[src/rtl/down_counter_asy.sv]
// Ripple (asynchronous) binary down counter.
// Each stage is a toggle flop. Stage 0 is clocked by clk. Every higher stage
// is clocked by the rising edge of the stage below it. A 0->1 transition of
// the lower bit is a borrow, so the chain counts down. The count settles after
// the ripple has passed through all stages.
module down_counter_asy #(
    parameter int WIDTH = 3
) (
    input  logic             clk,
    input  logic             rst,
    output logic [WIDTH-1:0] q,
    output logic             q_not
);

    // Stage 0: toggles on every rising clk edge and clears at once on reset.
    logic stage0_r;

    // Toggle the LSB stage on every counted clk edge.
    always_ff @(posedge clk or posedge rst) begin
        if (rst) begin
            stage0_r <= 1'b0;
        end else begin
            stage0_r <= ~stage0_r;
        end
    end

    assign q[0] = stage0_r;

    // The inverted LSB output is held in its own flop that toggles with stage 0.
    // On reset it is set to 1, which matches q[0] being cleared to 0.
    logic q_not_r;

    // Maintain the complemented LSB tap alongside stage 0.
    always_ff @(posedge clk or posedge rst) begin
        if (rst) begin
            q_not_r <= 1'b1;
        end else begin
            q_not_r <= ~q_not_r;
        end
    end

    assign q_not = q_not_r;

    // Higher stages: each one is clocked by the stage below it.
    for (genvar i = 1; i < WIDTH; i++) begin : g_stage
        logic bit_r;

        // Toggle on a borrow, i.e. when the lower stage rises 0->1.
        always_ff @(posedge q[i-1] or posedge rst) begin
            if (rst) begin
                bit_r <= 1'b0;
            end else begin
                bit_r <= ~bit_r;
            end
        end

        assign q[i] = bit_r;
    end

endmodule

[config.mk]
export PLATFORM = sky130hd
export DESIGN_NAME = down_counter_asy
export DESIGN_NICKNAME = d
export VERILOG_FILES = /design/src/rtl/down_counter_asy.sv
export SDC_FILE = /design/constraint.sdc
export NUM_CORES = 1
export LEC_CHECK = 0
export ABC_AREA = 1
export CAP_MARGIN = 20
export CORE_AREA = 2 2 39 41
export DETAILED_ROUTE_END_ITERATION = 8
export DIE_AREA = 0 0 41 43
export PLACE_DENSITY_LB_ADDON = 0.1
export SLEW_MARGIN = 20
export SYNTH_ARGS = -nofsm -noshare
export SYNTH_HDL_FRONTEND = slang
export SYNTH_SLANG_ARGS = --single-unit
[constraint.sdc]
create_clock -name clk -period 0.8 [get_ports clk]
set_input_delay 0.08 -clock clk [delete_from_list [all_inputs] [get_ports clk]]
set_output_delay 0.08 -clock clk [all_outputs]
set_load 0.01 [all_outputs]
==> metrics.txt <==
post-synth top area share=52.6%; Top delay family on crit path=flip-flops; multi-input gates=0; critical-path maximum fanout=2; routed vias=85; clk root buf=clkbuf_4; largest net degree at the start of global routing=5; Max stage delay on crit path=520 ps; Worst R2R Setup Slack=170 ps; Yosys warning total=0; fill count=157; pre-CTS setup slack=-316 ps; dominant cells by area after synthesis=dfrtp_1 53%, dfstp_2 18%, buf_4 16%; setup violators final=2; critical path endpoint category=primary output; Setup Skew=0 ps; syn nets=14; critical path data required time=720 ps; die area=1760 sq um; CP cell instances=buf_6; Int Pwr=0.000292 W; io pins=6; TNS Setup=-137 ps; biggest area consumer among synthesized cells=dfrtp_1; Post-Synthesis Cells=12; Die X=41 um; row count=14; CTS tree=built; Tightest Pin Transition=159 ps; router iterations before antenna repair=1; cts bufs inserted=3; placer's final routability congestion estimate=0.565; Comb pwr share=2.5%; first-pass GRT wire length=420 um; HP Class=in2async; status=finished, violations left; R2R Path Start=q_not$_DFF_PP1_; WP data arrival=840 ps; Routed Antenna Nets=0; RSZ-0062 raised after global routing=true; register area=101 sq um; Worst Reg2Reg Path Length in Cells=1; Critical Path Start Type=register; post-layout min period=922 ps; register pins left without a clock=2; Total Power=0.000363 W; Syn Std Cell Area=143 sq um; PD cells=1650 nW/um^2; Clk pwr share=69.4%; Worst-Skew Late Latency=220 ps; grt ovf=0; number of unconstrained endpoints=4; layout cell share with drive strength beyond 1=36.8%; area of the multi-input gates=0 sq um; final worst slack=-122 ps; CP max-delay cell=dfstp_2; Flop pwr share=28.1%; Final Max Slew Viols=0; critical path buffer and inverter count=1; Detail Placement HPWL=156 um; max frequency=1.08 GHz; period utilization=115%; nets=22; H-tree depth=1; Synth cell types=4; P_sw=0.0000703 W; Hold Fails Final Rpt=0; Post-Route WL=213 um; Switching Fraction=19.4%; Total Routing Usage GR=4.54%; failing checks=setup timing; hold bufs inserted after CTS=0; WHS=38.3 ps; Slew headroom=89.4%; Post-route DRC=0; Reg clk slew, reported paths=40 ps; WP depth=1; Max-Cap Viols=0; Max clock buf depth=2; vias in the first global route=111; port bufs=5; Initial Utilization=10.3%; LEAKAGE=0.125 nW; initial DRC count=0; sequential share of the synthesized area=71.1%; die height=43 um; DR vias/cell=2.43; crit path kind=reg2out; antenna diode count=0; Post-CTS Setup Inserts=0; peak supply drop=0.586 mV; initial antenna violation count=0; r2r endpoint=q_not$_DFF_PP1_; drt wl/cell=6.09 um; syn_area_per_cell=11.9 sq um; area grow syn2layout=54.4%; Core Region=1380 sq um; Final Core Density=15.9%; Yosys reg bits=4
## final cells by class
cell class	count	area share (%)
repair buffers	6	24.4
flip-flops and latches	4	46.0
inverters	5	8.52
clock buffers	4	11.9
well taps	16	9.09
## power groups by stage
stage          Combinational, W  Sequential, W  Clock, W
2_1_floorplan        0.00000333       0.000103         0
3_3_place_gp         0.00000914       0.000103         0
3_5_place_dp         0.00000913       0.000103         0
4_1_cts              0.00000928       0.000102  0.000269
5_1_grt              0.00000967       0.000102  0.000274
6_report             0.00000894       0.000102  0.000252
## per-stage QoR
| step | instances | cell area [sq um] |
|---|---|---|
| 4_1_cts | 35 | 220 |
| 5_1_grt | 35 | 220 |
| 3_5_place_dp | 31 | 198 |
| 3_3_place_gp | 31 | 198 |
| 2_1_floorplan | 12 | 143 |
| 6_report | 35 | 220 |
## state kept, by name (all words and copies together), names as in the netlist
signal,count
q_not,1
g_stage.bit_r,2
stage0_r,1
## metal layers
| layer | wire length, um | GRT usage [%] | vias up |
|---|---|---|---|
| li1 | - | - | 42 |
| met3 | 18 | 3.14 | 0 |
| met4 | 0 | 8.00 | 0 |
| met1 | 99 | 4.25 | 38 |
| met2 | 95 | 4.38 | 5 |
| met5 | 0 | 0 | - |
## kinds of logic after synthesis
kind of cell	synth area share, %
flip-flops	71.1
buffers and inverters	28.9
## worst max-delay path by stage
stage                                 end       startpoint
after floorplan           q_not$_DFF_PP1_  q_not$_DFF_PP1_
after global placement              q_not  q_not$_DFF_PP1_
after detailed placement            q_not  q_not$_DFF_PP1_
after CTS                           q_not  q_not$_DFF_PP1_
after global routing                q_not  q_not$_DFF_PP1_
final                               q_not  q_not$_DFF_PP1_
## Yosys cell counts
cell / instances
inv_1: 5
dfstp_2: 1
buf_4: 3
dfrtp_1: 3
## layout by cell type, fill, tap and decap left out, drive strengths merged
| master | n |
|---|---|
| clkbuf | 4 |
| inv | 5 |
| dfrtp | 3 |
| dfstp | 1 |
| clkdlybuf4s50 | 3 |
| buf | 3 |
## repair_timing
item                                    4_1_cts  5_1_grt
endpoints found under the setup margin        2        2
gates resized for setup                       9        0
cloned                                        0        0
endpoints found under the hold margin         0        0
(Power assumes the default switching activity.)
